`src/rtl/div_clk_monitor_pkg.sv`:
```
// Shared definitions for the divided-clock lock/period monitor.
//   state_t        : monitor FSM encoding (3 bits)
//   MissW          : width of the saturating miss counter
//   timeout_cycles : source-cycle count after which a missing rise is a bad period
package div_clk_monitor_pkg;

    typedef enum logic [2:0] {
        StIdle   = 3'd0,
        StAcq    = 3'd1,
        StMeas   = 3'd2,
        StLocked = 3'd3,
        StResync = 3'd4
    } state_t;

    localparam int unsigned MissW = 8;

    // A period this long without a rise is treated as a lost edge.
    function automatic int unsigned timeout_cycles(input int unsigned div, input int unsigned tol);
        return 2 * div + tol;
    endfunction

endpackage

```
`src/rtl/sync_edge_det.sv`:
```
// Two-flop synchronizer plus delay flop and rising-edge detect.
//   clk   : sampling clock
//   rst_n : asynchronous active-low reset
//   din   : asynchronous level to sample
//   level : synchronized level
//   rise  : one-cycle high when the synchronized level goes 0 -> 1
module sync_edge_det (
    input  logic clk,
    input  logic rst_n,
    input  logic din,
    output logic level,
    output logic rise
);

    logic meta;
    logic s;
    logic s_d;

    always_ff @(posedge clk or negedge rst_n) begin
        if (!rst_n) begin
            meta <= 1'b0;
            s    <= 1'b0;
            s_d  <= 1'b0;
        end else begin
            meta <= din;
            s    <= meta;
            s_d  <= s;
        end
    end

    assign level = s;
    assign rise  = s & ~s_d;

endmodule

```
`src/rtl/div_clk_monitor.sv`:
```
// Lock and period monitor for the integer clock divider output.
// Measures period and high time of DIV_CLK in source cycles, declares lock after
// LOCK_CNT consecutive in-tolerance periods, and pulses SYNC back to the divider
// after a bad or missing period.
//   CLK_in  : source clock (same as the divider's)
//   RST     : asynchronous active-low reset
//   EN      : monitor enable; low returns to idle and clears ERR/MISS
//   DIV_CLK : divided clock under test
//   SYNC    : one-cycle re-align pulse to the divider
//   LOCK    : divided clock in tolerance
//   ERR     : sticky, set on a bad period while locked
//   VALID   : one-cycle strobe, PERIOD/HIGH_T updated
//   PERIOD  : source cycles between the last two rises
//   HIGH_T  : source cycles DIV_CLK was high in that period
//   MISS    : saturating count of bad or timed-out periods
module div_clk_monitor
    import div_clk_monitor_pkg::*;
#(
    parameter int unsigned DIV      = 2,
    parameter int unsigned TOL      = 0,
    parameter int unsigned LOCK_CNT = 4,
    parameter int unsigned W        = 16
) (
    input  logic             CLK_in,
    input  logic             RST,
    input  logic             EN,
    input  logic             DIV_CLK,
    output logic             SYNC,
    output logic             LOCK,
    output logic             ERR,
    output logic             VALID,
    output logic [W-1:0]     PERIOD,
    output logic [W-1:0]     HIGH_T,
    output logic [MissW-1:0] MISS
);

    if (DIV < 2) begin : g_div_check
        $error("div_clk_monitor: DIV must be >= 2");
    end
    if (LOCK_CNT < 1) begin : g_lock_check
        $error("div_clk_monitor: LOCK_CNT must be >= 1");
    end
    if (64'(timeout_cycles(DIV, TOL)) >= (64'd1 << W)) begin : g_width_check
        $error("div_clk_monitor: timeout does not fit in W bits");
    end

    localparam int unsigned         GoodW    = $clog2(LOCK_CNT + 1);
    localparam logic [GoodW-1:0]    LockLast = GoodW'(LOCK_CNT - 1);
    localparam logic [W:0]          DivW     = (W + 1)'(DIV);
    localparam logic [W:0]          TolW     = (W + 1)'(TOL);
    localparam logic [W-1:0]        TimeoutW = W'(timeout_cycles(DIV, TOL));

    state_t           state;
    logic [W-1:0]     cnt;
    logic [W-1:0]     hcnt;
    logic [GoodW-1:0] good_cnt;

    logic             s;
    logic             rise;
    logic [W:0]       per_full;
    logic [W-1:0]     per_sat;
    logic [W-1:0]     cnt_inc;
    logic [W-1:0]     hcnt_inc;
    logic [MissW-1:0] miss_inc;
    logic             good;
    logic             timeout;
    logic             bad_period;

    sync_edge_det u_sync (
        .clk   (CLK_in),
        .rst_n (RST),
        .din   (DIV_CLK),
        .level (s),
        .rise  (rise)
    );

    always_comb begin
        // One extra bit so cnt+1 cannot wrap before the tolerance test.
        per_full   = {1'b0, cnt} + (W + 1)'(1);
        per_sat    = per_full[W] ? '1 : per_full[W-1:0];
        cnt_inc    = (cnt == '1) ? cnt : cnt + W'(1);
        hcnt_inc   = (hcnt == '1) ? hcnt : hcnt + W'(s);
        miss_inc   = (MISS == '1) ? MISS : MISS + MissW'(1);
        good       = (per_full >= DivW) ? ((per_full - DivW) <= TolW)
                                        : ((DivW - per_full) <= TolW);
        // A rise in the same cycle wins over the timeout.
        timeout    = (cnt == TimeoutW) && !rise;
        bad_period = (rise && !good) || timeout;
    end

    always_ff @(posedge CLK_in or negedge RST) begin
        if (!RST) begin
            state    <= StIdle;
            cnt      <= '0;
            hcnt     <= '0;
            good_cnt <= '0;
            SYNC     <= 1'b0;
            LOCK     <= 1'b0;
            ERR      <= 1'b0;
            VALID    <= 1'b0;
            PERIOD   <= '0;
            HIGH_T   <= '0;
            MISS     <= '0;
        end else begin
            VALID <= 1'b0;
            SYNC  <= 1'b0;
            if (rise) begin
                cnt  <= '0;
                hcnt <= W'(1);  // the rise cycle itself is high
            end else begin
                cnt  <= cnt_inc;
                hcnt <= hcnt_inc;
            end

            if (!EN) begin
                state    <= StIdle;
                cnt      <= '0;
                hcnt     <= '0;
                good_cnt <= '0;
                LOCK     <= 1'b0;
                ERR      <= 1'b0;
                MISS     <= '0;
            end else begin
                unique case (state)
                    StIdle: begin
                        cnt      <= '0;
                        hcnt     <= '0;
                        good_cnt <= '0;
                        ERR      <= 1'b0;
                        MISS     <= '0;
                        state    <= StAcq;
                    end
                    StAcq: begin
                        if (rise) begin
                            state <= StMeas;
                        end else if (timeout) begin
                            MISS  <= miss_inc;
                            state <= StResync;
                        end
                    end
                    StMeas: begin
                        if (rise) begin
                            PERIOD <= per_sat;
                            HIGH_T <= hcnt;
                            VALID  <= 1'b1;
                        end
                        if (bad_period) begin
                            good_cnt <= '0;
                            MISS     <= miss_inc;
                            state    <= StResync;
                        end else if (rise) begin
                            good_cnt <= good_cnt + GoodW'(1);
                            if (good_cnt == LockLast) begin
                                LOCK  <= 1'b1;
                                state <= StLocked;
                            end
                        end
                    end
                    StLocked: begin
                        if (rise) begin
                            PERIOD <= per_sat;
                            HIGH_T <= hcnt;
                            VALID  <= 1'b1;
                        end
                        if (bad_period) begin
                            good_cnt <= '0;
                            MISS     <= miss_inc;
                            ERR      <= 1'b1;
                            LOCK     <= 1'b0;
                            state    <= StResync;
                        end
                    end
                    StResync: begin
                        // Counters restart so the next ACQ wait is a full one.
                        SYNC     <= 1'b1;
                        good_cnt <= '0;
                        cnt      <= '0;
                        hcnt     <= '0;
                        state    <= StAcq;
                    end
                    default: state <= StIdle;
                endcase
            end
        end
    end

endmodule
```
`config.mk`:
```
export PLATFORM = sky130hd
export DESIGN_NAME = div_clk_monitor
export DESIGN_NICKNAME = d
export VERILOG_FILES = /design/src/rtl/div_clk_monitor_pkg.sv /design/src/rtl/sync_edge_det.sv /design/src/rtl/div_clk_monitor.sv
export SDC_FILE = /design/constraint.sdc
export NUM_CORES = 1
export LEC_CHECK = 0
export BUFFER_PORTS_ARGS = -buffer_cell sky130_fd_sc_hd__buf_2
export CORE_ASPECT_RATIO = 1.1
export CORE_MARGIN = 2
export CORE_UTILIZATION = 50
export DETAILED_ROUTE_END_ITERATION = 6
export HOLD_SLACK_MARGIN = 0.08
export PLACE_DENSITY = 0.7
export SLEW_MARGIN = 20
export SYNTH_ARGS = -nofsm -noshare
export SYNTH_HDL_FRONTEND = slang
export SYNTH_SLANG_ARGS = --single-unit
```
`constraint.sdc`:
```
create_clock -name CLK_in -period 5.4 [get_ports CLK_in]
set_input_delay 0.54 -clock CLK_in [delete_from_list [all_inputs] [get_ports CLK_in]]
set_output_delay 0.54 -clock CLK_in [all_outputs]
set_load 0.03 [all_outputs]
```
==> metrics.txt <==
number of setup buffers added after CTS 0; global route overflow 0; Chip Width roughly 94 um; Max Clk Rate 286 MHz; cell leakage power 2.24 nW; signed area change from the synthesized netlist to the final layout 10.9%; setup slack of the critical path after layout about 1900 ps; highest-count cells in the layout ignoring fill and taps 85 x sky130_fd_sc_hd__dfrtp_1, 59 x sky130_fd_sc_hd__nor2_1, 46 x sky130_fd_sc_hd__buf_2; min Tclk post-route 3490 ps; most common library cell in the layout ignoring fill and taps sky130_fd_sc_hd__dfrtp_1; share of the yosys chip area belonging to registers 0.476; synthesized area 4470 um^2; GP Congestion 0.903; worst-case vdd ir drop 0.167 mV; die height slightly above 100 um; post-DR wirelength/cell 15.8 um; vias in the first global route 3374; average via count per standard cell between 5 and 6; number of cells traversed by the worst register-to-register path 10; H-tree levels 3; critical path capture point type register; cts bufs inserted 9; Nets 512; worst min path class input pin to async pin; router iterations before antenna repair 4; Die Area approximately 9700 um^2; Data required, critical path ~5600 ps; worst relative slew slack 0.433; CP Max Fanout 16; Avg Cell Area, Syn 9.66 um^2; setup TNS after final layout 0 ps; starting density of the core 0.509; pin count of the biggest net entering global routing 86; Crit Reg-Reg Startpoint cnt[0]; Yosys warning count 0; TritonCTS clock tree yes; clock skew after layout 11.2 ps; GRT Util Overall 0.211; capturing point of the worst reg2reg path MISS[4]; port bufs 47; CP startpoint cnt[0]; number of violations of the max-capacitance limit 0; type of the worst setup path register to register; antenna diode instance count 0; placed wire-length estimate 6730 um; flop-to-flop setup slack 1910 ps; CORE AREA between 8000 and 9000 um^2; number of buffers inserted by hold repair at cts 0; Post-route DRC 0; final wirelength 9720 um; post-detailed-route count of antenna-violating nets 0; antenna violations before repair 0; arrival time of the worst setup path 3720 ps; final count of negative-setup-slack endpoints 0; number of pins with negative max-slew slack in the final report 0; wire length of the first global-routing pass 16100 um; crit path launch type register; transition time at the pin with the least slew margin 847 ps; fraction of layout cells with a size suffix above 1 0.181; most frequently used flop master after synthesis sky130_fd_sc_hd__dfrtp_1; run status finished, final reports clean; count of pins on the block boundary 48; number of synthesized register bits 85; Worst Hold Slack between 150 and 200 ps; dpl ws between 1500 and 2000 ps; core occupancy in the finished layout 0.565; CTS sink count 85; Worst-path clk slew ~90 ps; count of unique library cells instantiated by Yosys 63; cells after synthesis 463; unrepaired setup endpoints after global routing no; number of cell rows 36; Power Dens Cells 285 nW/um^2; Post-synth EDFFs 0; root buf cell sky130_fd_sc_hd__clkbuf_8; maximum root-to-sink buffer count 2; total power around 1.4 mW; async set-reset flop share out of synthesis 1.00; Synthesized Nets 477; number of failing hold endpoints at the final stage 0; clock latency reported for the late side of the worst-skew pair 370 ps; post_cts resized 0; detailed-route via count 3571; Final period util 0.647; initial detailed-routing violation count 202
## per-stage QoR
step	instance area (um^2)	instances
3_5_place_dp	4730	601
6_report	4960	617
2_1_floorplan	4470	463
4_1_cts	4960	617
3_3_place_gp	4730	601
5_1_grt	4960	617
## cell type report
type	count	area, um^2
inverter	12	45.0
clock buffer	11	141
timing repair buffer	49	256
fill	792	3820
sequential	85	2130
clock inverter	5	83.8
tap	114	143
multi-input combinational	341	2160
## worst max-delay path, stage by stage, from the launching register on
cell and delay [ps]:
sky130_fd_sc_hd__dfrtp_1 510, sky130_fd_sc_hd__ha_1 410, sky130_fd_sc_hd__and2_4 250, sky130_fd_sc_hd__nand4_1 190
sky130_fd_sc_hd__or2_1 440, sky130_fd_sc_hd__or4_1 530, sky130_fd_sc_hd__a211o_1 310, sky130_fd_sc_hd__a21oi_2 140
sky130_fd_sc_hd__and4b_4 380, sky130_fd_sc_hd__or3_1 140, sky130_fd_sc_hd__a21oi_1 60
## registers in the layout (all words and copies together), names as in the netlist
| name | cells |
|---|---|
| SYNC | 1 |
| ERR | 1 |
| hcnt | 16 |
| u_sync.s_d | 1 |
| u_sync.level | 1 |
| HIGH_T | 16 |
| MISS | 8 |
| cnt | 16 |
| good_cnt | 3 |
| state | 3 |
| PERIOD | 16 |
| LOCK | 1 |
| u_sync.meta | 1 |
| VALID | 1 |
## cell families (layout without fill, tap and decap cells)
family          Yosys count  after routing  synth area share
compound gates           93             93             0.134
mux                      16             16            0.0403
flops                    85             85             0.476
buf+inv                  37             77            0.0408
fa+ha+maj                10             10            0.0280
simple gates            197            197             0.232
xor+xnor                 25             25            0.0490
## Yosys cell counts, drive strengths merged (4+ instances only)
master,instances,share of area
nor2b,5,0.0070
dfrtp,85,0.48
or3,14,0.020
and2,5,0.0076
nand2b,7,0.0098
and3,6,0.0084
xor2,12,0.023
a31oi,4,0.0056
clkbuf,11,0.0092
and4,4,0.0078
inv,12,0.010
xnor2,13,0.025
or2,4,0.0056
nor2,59,0.050
buf,14,0.022
nor4,7,0.0098
nand4,15,0.026
nor3,14,0.016
o21a,4,0.0067
nand3,19,0.021
or4,5,0.0084
a21oi,35,0.040
nand2,26,0.022
o211ai,7,0.012
mux2,16,0.040
o21ai,16,0.018
ha,10,0.028
## worst max-delay path by stage
stage,end,slack [ps],cells past startpoint
after floorplan,MISS[2],2350,13
after global placement,MISS[6],2070,10
after detailed placement,MISS[4],1960,10
after CTS,MISS[3],1930,10
after global routing,LOCK,1630,10
final,MISS[4],1910,10
## per-layer routing
layer  up-vias  wire [um]  GRT usage
li1       1722          -          -
met1      1756       4350      0.273
met2        80       4880      0.354
met3        13        344     0.0493
met4         0        145     0.0713
met5         -          0          0
## where the power goes
| part | total, mW | switching, mW | leakage [nW] | internal [mW] |
|---|---|---|---|---|
| registers | 0.700 | 0.0249 | 1.16 | 0.675 |
| logic | 0.205 | 0.144 | 0.973 | 0.0603 |
| clock network | 0.511 | 0.237 | 0.106 | 0.274 |
| total | 1.42 | 0.406 | 2.24 | 1.01 |
(Power assumes the default switching activity.)
